--- src/rtl/fc_pkg.sv ---
// Shared types and constants for the flight-controller rate loops.
// Holds the axis enum, PID sequencer state encoding, Q8.8 gain type and clamp limits.
package fc_pkg;

    typedef enum logic [1:0] {
        ROLL  = 2'd0,
        PITCH = 2'd1,
        YAW   = 2'd2
    } axis_t;

    typedef enum logic [2:0] {
        S_IDLE,
        S_CAP,
        S_P,
        S_I,
        S_D,
        S_SUM,
        S_DONE
    } state_t;

    typedef logic signed [15:0] gain_t;

    localparam int OUT_LIM = 400;
    localparam int INT_LIM = 8000;
    localparam int ACC_W   = 36;
    localparam int OP_W    = 17;

endpackage

--- src/rtl/sat_clamp.sv ---
// Signed saturate-to-(+/-LIM) with optional width reduction.
// Ports: din (IN_W signed) in, dout (OUT_W signed) out; LIM must fit in OUT_W.
module sat_clamp #(
    parameter int IN_W  = 17,
    parameter int OUT_W = 16,
    parameter int LIM   = 8000
) (
    input  logic signed [IN_W-1:0]  din,
    output logic signed [OUT_W-1:0] dout
);

    localparam logic signed [IN_W-1:0] HI = IN_W'(LIM);
    localparam logic signed [IN_W-1:0] LO = IN_W'(-LIM);

    always_comb begin
        if (din > HI) begin
            dout = OUT_W'(HI);
        end else if (din < LO) begin
            dout = OUT_W'(LO);
        end else begin
            dout = OUT_W'(din);
        end
    end

endmodule

--- src/rtl/pid_sequencer.sv ---
// Time-multiplexed roll/pitch/yaw PID using one shared 17x17 multiplier and accumulator.
// Ports: clk, RST (async active-low), enable, err/kp/ki/kd[3] in; net[3], out_valid, busy out.
module pid_sequencer #(
    parameter int CLK_HZ  = 50_000_000,
    parameter int FS      = 1000,
    parameter int FRAC    = 8,
    parameter int INT_LIM = fc_pkg::INT_LIM,
    parameter int OUT_LIM = fc_pkg::OUT_LIM
) (
    input  logic               clk,
    input  logic               RST,
    input  logic               enable,
    input  logic signed [15:0] err [3],
    input  logic signed [15:0] kp  [3],
    input  logic signed [15:0] ki  [3],
    input  logic signed [15:0] kd  [3],
    output logic signed [15:0] net [3],
    output logic               out_valid,
    output logic               busy
);

    import fc_pkg::*;

    localparam int DIV   = CLK_HZ / FS;
    localparam int CNT_W = $clog2(DIV);

    logic [CNT_W-1:0]   cnt_q, cnt_d;
    logic               tick_q, tick_d;
    state_t             state_q, state_d;
    axis_t              axis_q, axis_d;
    logic signed [ACC_W-1:0] acc_q, acc_d;
    logic signed [15:0] e_s_q   [3], e_s_d   [3];
    logic signed [15:0] integ_q [3], integ_d [3];
    logic signed [15:0] prev_q  [3], prev_d  [3];
    logic signed [15:0] net_s_q [3], net_s_d [3];
    logic signed [15:0] net_q   [3], net_d   [3];
    logic               out_valid_q, out_valid_d;

    logic signed [OP_W-1:0]   int_sum;
    logic signed [15:0]       int_new;
    logic signed [OP_W-1:0]   diff;
    logic signed [OP_W-1:0]   op_a, op_b;
    logic signed [2*OP_W-1:0] prod;
    logic signed [ACC_W-1:0]  acc_shr;
    logic signed [15:0]       res_sat;

    // 17-bit sums cannot wrap for 16-bit operands
    assign int_sum = 17'(integ_q[axis_q]) + 17'(e_s_q[axis_q]);
    assign diff    = 17'(e_s_q[axis_q]) - 17'(prev_q[axis_q]);
    assign acc_shr = acc_q >>> FRAC;

    sat_clamp #(.IN_W(OP_W), .OUT_W(16), .LIM(INT_LIM)) u_int_clamp (
        .din  (int_sum),
        .dout (int_new)
    );

    sat_clamp #(.IN_W(ACC_W), .OUT_W(16), .LIM(OUT_LIM)) u_out_clamp (
        .din  (acc_shr),
        .dout (res_sat)
    );

    // Operand select for the single shared multiplier
    always_comb begin
        op_a = '0;
        op_b = '0;
        unique case (state_q)
            S_P: begin
                op_a = 17'(kp[axis_q]);
                op_b = 17'(e_s_q[axis_q]);
            end
            S_I: begin
                op_a = 17'(ki[axis_q]);
                op_b = 17'(int_new);
            end
            S_D: begin
                op_a = 17'(kd[axis_q]);
                op_b = diff;
            end
            default: ;
        endcase
    end

    assign prod = op_a * op_b;

    always_comb begin
        tick_d      = (cnt_q == CNT_W'(DIV - 1));
        cnt_d       = tick_d ? '0 : cnt_q + 1'b1;
        state_d     = state_q;
        axis_d      = axis_q;
        acc_d       = acc_q;
        e_s_d       = e_s_q;
        integ_d     = integ_q;
        prev_d      = prev_q;
        net_s_d     = net_s_q;
        net_d       = net_q;
        out_valid_d = 1'b0;
        unique case (state_q)
            S_IDLE: begin
                if (tick_q) state_d = S_CAP;
            end
            S_CAP: begin
                e_s_d   = err;
                axis_d  = ROLL;
                acc_d   = '0;
                state_d = S_P;
            end
            S_P: begin
                acc_d   = acc_q + ACC_W'(prod);
                state_d = S_I;
            end
            S_I: begin
                integ_d[axis_q] = int_new;
                acc_d           = acc_q + ACC_W'(prod);
                state_d         = S_D;
            end
            S_D: begin
                acc_d   = acc_q + ACC_W'(prod);
                state_d = S_SUM;
            end
            S_SUM: begin
                net_s_d[axis_q] = res_sat;
                prev_d[axis_q]  = e_s_q[axis_q];
                acc_d           = '0;
                if (axis_q == YAW) begin
                    // net/out_valid are registered so they appear in DONE
                    net_d       = net_s_d;
                    out_valid_d = 1'b1;
                    state_d     = S_DONE;
                end else begin
                    axis_d  = axis_t'(axis_q + 2'd1);
                    state_d = S_P;
                end
            end
            S_DONE: begin
                state_d = S_IDLE;
            end
            default: begin
                state_d = S_IDLE;
            end
        endcase
        // Disarmed: abandon any sequence and hold all loop state cleared
        if (!enable) begin
            state_d     = S_IDLE;
            acc_d       = '0;
            integ_d     = '{default: '0};
            prev_d      = '{default: '0};
            net_d       = '{default: '0};
            out_valid_d = 1'b0;
        end
    end

    always_ff @(posedge clk or negedge RST) begin
        if (!RST) begin
            cnt_q       <= '0;
            tick_q      <= 1'b0;
            state_q     <= S_IDLE;
            axis_q      <= ROLL;
            acc_q       <= '0;
            e_s_q       <= '{default: '0};
            integ_q     <= '{default: '0};
            prev_q      <= '{default: '0};
            net_s_q     <= '{default: '0};
            net_q       <= '{default: '0};
            out_valid_q <= 1'b0;
        end else begin
            cnt_q       <= cnt_d;
            tick_q      <= tick_d;
            state_q     <= state_d;
            axis_q      <= axis_d;
            acc_q       <= acc_d;
            e_s_q       <= e_s_d;
            integ_q     <= integ_d;
            prev_q      <= prev_d;
            net_s_q     <= net_s_d;
            net_q       <= net_d;
            out_valid_q <= out_valid_d;
        end
    end

    assign net       = net_q;
    assign out_valid = out_valid_q;
    assign busy      = (state_q != S_IDLE);

endmodule
--- config.mk ---
export PLATFORM = sky130hd
export DESIGN_NAME = pid_sequencer
export DESIGN_NICKNAME = d
export VERILOG_FILES = /design/src/rtl/fc_pkg.sv /design/src/rtl/sat_clamp.sv /design/src/rtl/pid_sequencer.sv
export SDC_FILE = /design/constraint.sdc
export NUM_CORES = 2
export LEC_CHECK = 0
export CAP_MARGIN = 5
export CORE_AREA = 2 2 220 222
export DETAILED_ROUTE_END_ITERATION = 10
export DIE_AREA = 0 0 222 224
export PLACE_DENSITY = 0.8
export SYNTH_ARGS = -nofsm -noshare
export SYNTH_HDL_FRONTEND = slang
export SYNTH_SLANG_ARGS = --single-unit
--- constraint.sdc ---
create_clock -name clk -period 13.9 [get_ports clk]
set_input_delay 4.17 -clock clk [delete_from_list [all_inputs] [get_ports clk]]
set_output_delay 4.17 -clock clk [all_outputs]
set_load 0.005 [all_outputs]
Word-level counts from Yosys, hierarchy flattened
Cells that the tools add are included.
- bits in registers: 299
- bits of input ports: 195
- bitwise operators: 1
- equality and inequality tests: 13
- multiply operators: 1
- $lt $le $gt $ge: 6
- mux-type cells: 48
- add/sub/neg operators: 5
- reduce and logical (&&, ||, !) cells: 8
- operators by type and width (kind ; number):
    two-way mux 48 bit ; 7
    two-way mux 16 bit ; 18
    binary-select mux 16 bit (select 2 bit) ; 6
    bitwise mux 48 bit ; 3
    case mux 17 bit (3 select lines) ; 2
    case mux 36 bit (2 select lines) ; 1
    adder 36 x 34 -> 36 bit ; 1
    two-way mux 36 bit ; 1
    multiplier 17 x 17 -> 34 bit ; 1
    demux 16 bit (select 2 bit) ; 1
    greater-than comparator 28 x 10 -> 1 bit, second input constant ; 1
    < comparator 28 x 10 -> 1 bit, second input constant ; 1
    case mux 3 bit (6 select lines) ; 1
    adder 16 x 16 -> 17 bit ; 1
    greater-than comparator 17 x 14 -> 1 bit, second input constant ; 1
    < comparator 17 x 14 -> 1 bit, second input constant ; 1
    subtractor 16 x 16 -> 17 bit ; 1
    adder 16 x 1 -> 16 bit, second input constant ; 1
    equality test 16 bit, second input constant ; 1
    two-way mux 3 bit ; 3
    equality test 3 x 2 -> 1 bit, second input constant ; 2
    equality test 3 bit, second input constant ; 2
    inequality test 2 x 1 -> 1 bit, second input constant ; 3
    inequality test 3 bit, second input constant ; 2
    other kinds (17) ; 20

Depth between registers and ports, before layout
- word-level depth: 13
- gate-level depth with buffers: 43
- mapped depth without buffers: 37

Modules after synthesis
Synthesis repeated with hierarchy kept, for this count alone.
- cells, all modules: 3056
- area total of the unflattened synthesis: 28362.2 um^2
- by module, submodules not included (module ; instances ; area an instance (um^2) ; cells each ; seq. area each (um^2)):
    pid_sequencer ; 1 ; 27780.4 ; 2962 ; 7081.8
    sat_clamp at u_out_clamp ; 1 ; 357.8 ; 56 ; 0.0
    sat_clamp at u_int_clamp ; 1 ; 224.0 ; 38 ; 0.0

Worst setup path after synthesis
No wires, ideal clock.
- path kind: register to register
- from: register axis_q[1]
- to: register acc_q[35]
- period minus slack after synthesis: 11.474 ns
- cell stages (with the launch flop): 39
- path buffers: 5
- library setup time: 0.143 ns
- slack: 2.426 ns
- arrival time: 11.331 ns
- data required time: 13.757 ns
- path through: dfrtp_1 clkbuf_1 buf_1 clkbuf_1 clkbuf_1 clkbuf_1 mux2i_1 o21ai_0 ha_1 fa_1 a211oi_1 o21ai_0 nand2_1 a31oi_2 xor2_1 or4_4 o22ai_4 a31o_2 (+3 left out) fa_1 fa_1 inv_1 fa_1 inv_1 fa_1 inv_1 fa_1 inv_1 ha_1 or2_2 a2111o_1 o211a_1 a211oi_1 nor3_1 a221oi_1 xnor2_1 o21ai_0
- cells in the longest elaborated chain, start to end: 13
- ends and longest elaborated chain (what ; RTL line ; RTL):
    start, declared ; pid_sequencer.sv:30 ; axis_t axis_q, axis_d;
    start signal, assigned ; pid_sequencer.sv:169 ; axis_q <= axis_d;
    inverter 2 -> 3 bit (not written as such) * ; -- ;
    binary-select mux 16 bit (select 2 bit) (on tied branches) ; pid_sequencer.sv:48, pid_sequencer.sv:49, pid_sequencer.sv:69 ;
    two-way mux 16 bit (on tied branches) (2 in a row) ; pid_sequencer.sv:48, pid_sequencer.sv:49, pid_sequencer.sv:69 ;
    adder 16 x 16 -> 17 bit ; pid_sequencer.sv:48 ; assign int_sum = 17'(integ_q[axis_q]) + 17'(e_s_q[axis_q]);
    < comparator 17 x 14 -> 1 bit ; sat_clamp.sv:18 ; end else if (din < LO) begin
    two-way mux 16 bit ; sat_clamp.sv:18 ;
    two-way mux 16 bit ; sat_clamp.sv:16 ; if (din > HI) begin
    case mux 17 bit (3 select lines) ; pid_sequencer.sv:66 ; unique case (state_q)
    multiplier 17 x 17 -> 34 bit * ; pid_sequencer.sv:83 ; assign prod = op_a * op_b;
    adder 36 x 34 -> 36 bit * ; pid_sequencer.sv:108, pid_sequencer.sv:113, pid_sequencer.sv:117 ;
    case mux 36 bit (2 select lines) * ; pid_sequencer.sv:97 ; unique case (state_q)
    two-way mux 36 bit * ; pid_sequencer.sv:142 ; if (!enable) begin
    end signal, assigned ; pid_sequencer.sv:158 ; acc_q <= '0;
    end signal, assigned ; pid_sequencer.sv:170 ; acc_q <= acc_d;
    end, declared ; pid_sequencer.sv:31 ; logic signed [ACC_W-1:0] acc_q, acc_d;
Every way passes the cells marked *; elsewhere a longest branch is shown, timed or not. The select of a mux whose other input is x is not followed.
A chain may end at the register's enable or synchronous reset.

Worst setup path in the final report
- from: register axis_q[0]
- to: register acc_q[35]
The elaborated chain is that of the path after synthesis.

==> summary.md <==
| Metric | Value |
|---|---|
| Status | `finished, final reports clean` |
| FP Rows | `80` |
| Post-synthesis simple-gate area fraction | `a little over an eighth` |
| Final setup fails | `0` |
| DRT iter0 DRCs | `roughly 2400` |
| Root Buffer | `clkbuf_16` |
| Fin worst setup slack | `1.66 ns` |
| Mux cell area share after synthesis | `5.83%` |
| Worst skew pair latency | `roughly 0.61 ns` |
| Worst hold margin | `0.479 ns` |
| Post-DP Area | `31300 um2` |
| Most common cell after layout, fill and taps aside | `inv_1` |
| PortBufs | `244` |
| CTS H-Tree Depth | `1` |
| Die area | `49700 um2` |
| Final worst path period need | `around 12 ns` |
| Fillcell total | `between 3000 and 4000` |
| Starting density of the core | `around three fifths` |
| Hold path depth | `2` |
| Post-route clock period utilization | `approximately nine tenths` |
| Final setup TNS | `0 ns` |
| Int Pwr | `~1.6 mW` |
| Fin area | `32400 um2` |
| Worst-Margin Slew | `around 1.3 ns` |
| RSZ-0062 raised after global routing | `false` |
| Final hold vios | `0` |
| Pwr Total | `approximately 2.1 mW` |
| Synth Area in Adders | `a little under a third` |
| Hold buffers post-CTS | `0` |
| CTS buffer count | `31` |
| Hold crit path type | `reg2reg` |
| Global-route wire length before repair | `about 140000 um` |
| Largest net degree at the start of global routing | `around 180` |
| CP max stage cell | `a221oi_1` |
| DIE WIDTH | `roughly 220 um` |
| CP Max Fanout | `36` |
| Placed insts | `~3900` |
| Commonest cells after routing, fill and taps aside | `inv_1 (508), nand2_1 (366), fa_1 (347)` |
| Count of final max-slew check failures | `0` |
| Worst Min Path Start | `net_s_q[36]` |
| Post-Synthesis Cell Area | `roughly 28000 um2` |
| Seq/Total Area, Yosys | `approximately 25%` |
| Initial antenna violation count | `1` |
| P_sw | `0.587 mW` |
| Per-cell routed wire length | `roughly 21 um` |
| Arr. time, crit path | `12.72 ns` |
| Gate Count Post-Synth | `roughly 3100` |
| DRC viols | `0` |
| Die Y | `224 um` |
| Flops & latches, synth | `283` |
| Synth Flop Type | `dfrtp_1` |
| Tot GR Track Use | `roughly a third` |
| Dpl hpwl | `66900 um` |
| R2R setup slack | `1.66 ns` |
| Final ANT Viol Nets | `0` |
| Nets | `just under 4000` |
| Largest family of logic cells by synthesized area | `adder cells` |
| Core Util, Final | `about two thirds` |
| Synth warn | `0` |
| Pre-CTS setup slack | `approximately 1.9 ns` |
| Clock Sinks | `roughly 280` |
| Placer Congestion | `just over 1` |
| Crit-path max cell delay | `1.03 ns` |
| Hold path endpoint | `net_s_q[36]` |
| Drt pass-1 iters | `6` |
| Io pins | `approximately 250` |
| R2R Path End | `acc_q[35]` |
| Post-synthesis compound-gate area fraction | `approximately 14%` |
| Non-filler cells, final | `3936` |
| CTS max path bufs | `3` |
| Required @ worst endpoint | `roughly 14 ns` |
| WS Path Type | `reg2reg` |
| Critical Path End Type | `flop` |
| Power per cell area | `66.0 nW/um2` |
| Clock share of power | `42.8%` |
| Worst rel slew slack | `13.7%` |
| Max cap viols | `0` |
| Synth unique cells | `87` |
| Total congestion overflow | `0` |
| Clock Skew | `around 0.019 ns` |
| # resized after CTS | `0` |
| Comb power frac | `around 17%` |
| Total Wirelength | `84100 um` |
| Share of post-route cells with drive strength above 1 | `6.08%` |
| Cell count of the worst reg-to-reg path | `36` |
| Vias in the first global route | `25000` |
| Routed vias/inst | `6.04` |
| Leakage | `14.9 nW` |
| Diode count | `0` |
| Avg Cell Area, Syn | `~9.1 um2` |
| Reg clk slew, reported paths | `approximately 0.07 ns` |
| # Post-CTS Setup Buffers | `0` |
| Critical Path Start Type | `flop` |
| Total number of vias | `23800` |
| Area Overhead vs Synth | `14.8%` |
| Worst r2r src | `axis_q[0]` |
| CORE AREA | `47300 um2` |
| Switch share | `approximately 27%` |
| Fmax | `0.0817 GHz` |
| Post-Synth XOR/XNOR Area | `between 1.5 and 2%` |
| Syn nets | `3802` |
| CTS tree | `built` |
| Share of flip-flops with an asynchronous set or reset | `100%` |
| Maximum VDD drop | `0.0952 mV` |
| Sequential fraction of design power | `40.5%` |
| EDFF count, synth | `0` |
power groups by stage:
stage	logic, mW	registers (mW)	clock network [mW]
after floorplan	0.198	0.872	0
after global placement	0.340	0.879	0
after detailed placement	0.346	0.880	0
after CTS	0.349	0.865	0.924
after global routing	0.384	0.869	0.959
final	0.357	0.866	0.916
metal layers:
| layer | up-vias | GRT usage, % | part of all wire, % |
|---|---|---|---|
| met4 | 0 | 17.1 | 5.6 |
| met1 | 11800 | 44.3 | 39 |
| met5 | - | 0 | 0 |
| li1 | 10500 | - | - |
| met2 | 1060 | 59.0 | 48 |
| met3 | 317 | 4.97 | 7.3 |
critical path: cells and delay by family, from the launching register on:
| family | cells | cell delay [ns] |
|---|---|---|
| AO/OA/AOI/OAI | 12 | 4.36 |
| XOR/XNOR | 2 | 0.71 |
| adder cells (fa/ha/maj) | 9 | 4.15 |
| buffers and inverters | 7 | 0.94 |
| flip-flops | 1 | 0.63 |
| AND/OR/NAND/NOR | 6 | 1.30 |
cells by family after synthesis:
logic type,Yosys count
XOR/XNOR,64
AO/OA/AOI/OAI,612
buffers and inverters,653
AND/OR/NAND/NOR,861
multiplexers,158
flip-flops,283
adder cells (fa/ha/maj),488
registers in the layout, summed over array words and instances (netlist names):
| signal | count |
|---|---|
| acc_q | 36 |
| axis_q | 2 |
| cnt_q | 16 |
| e_s_q | 48 |
| integ_q | 48 |
| net | 48 |
| net_s_q | 32 |
| out_valid | 1 |
| prev_q | 48 |
| state_q | 3 |
| tick_q | 1 |
worst max-delay path by stage:
stage	from	end	slack, ns
global route	axis_q[0]	acc_q[35]	1.04
detailed placement	ki[8]	acc_q[35]	1.89
finish	axis_q[0]	acc_q[35]	1.66
CTS	axis_q[0]	acc_q[35]	1.96
floorplan	axis_q[1]	acc_q[35]	2.43
global placement	ki[8]	acc_q[35]	2.02
final cells by class:
class                   instances  area (um2)  area share [%]
clock buffers                  39         866            2.67
inverters                     509        1910            5.89
flip-flops and latches        283        7090            21.9
multi-input cells            2183       18700            57.7
clock inverters                18         272           0.838
repair buffers                289        2800            8.63
well taps                     615         769            2.37
Yosys cell counts (40+ instances only):
library cell	number	area, um2
inv_1	508	1910
nand2_1	366	1370
fa_1	347	6950
dfrtp_1	283	7080
nor2_1	276	1040
o21ai_0	186	931
a21oi_1	146	731
ha_1	141	1760
clkbuf_1	112	420
mux2i_1	105	1050
mux2_2	53	597
nand3_1	40	200
(Power assumes the default switching activity.)
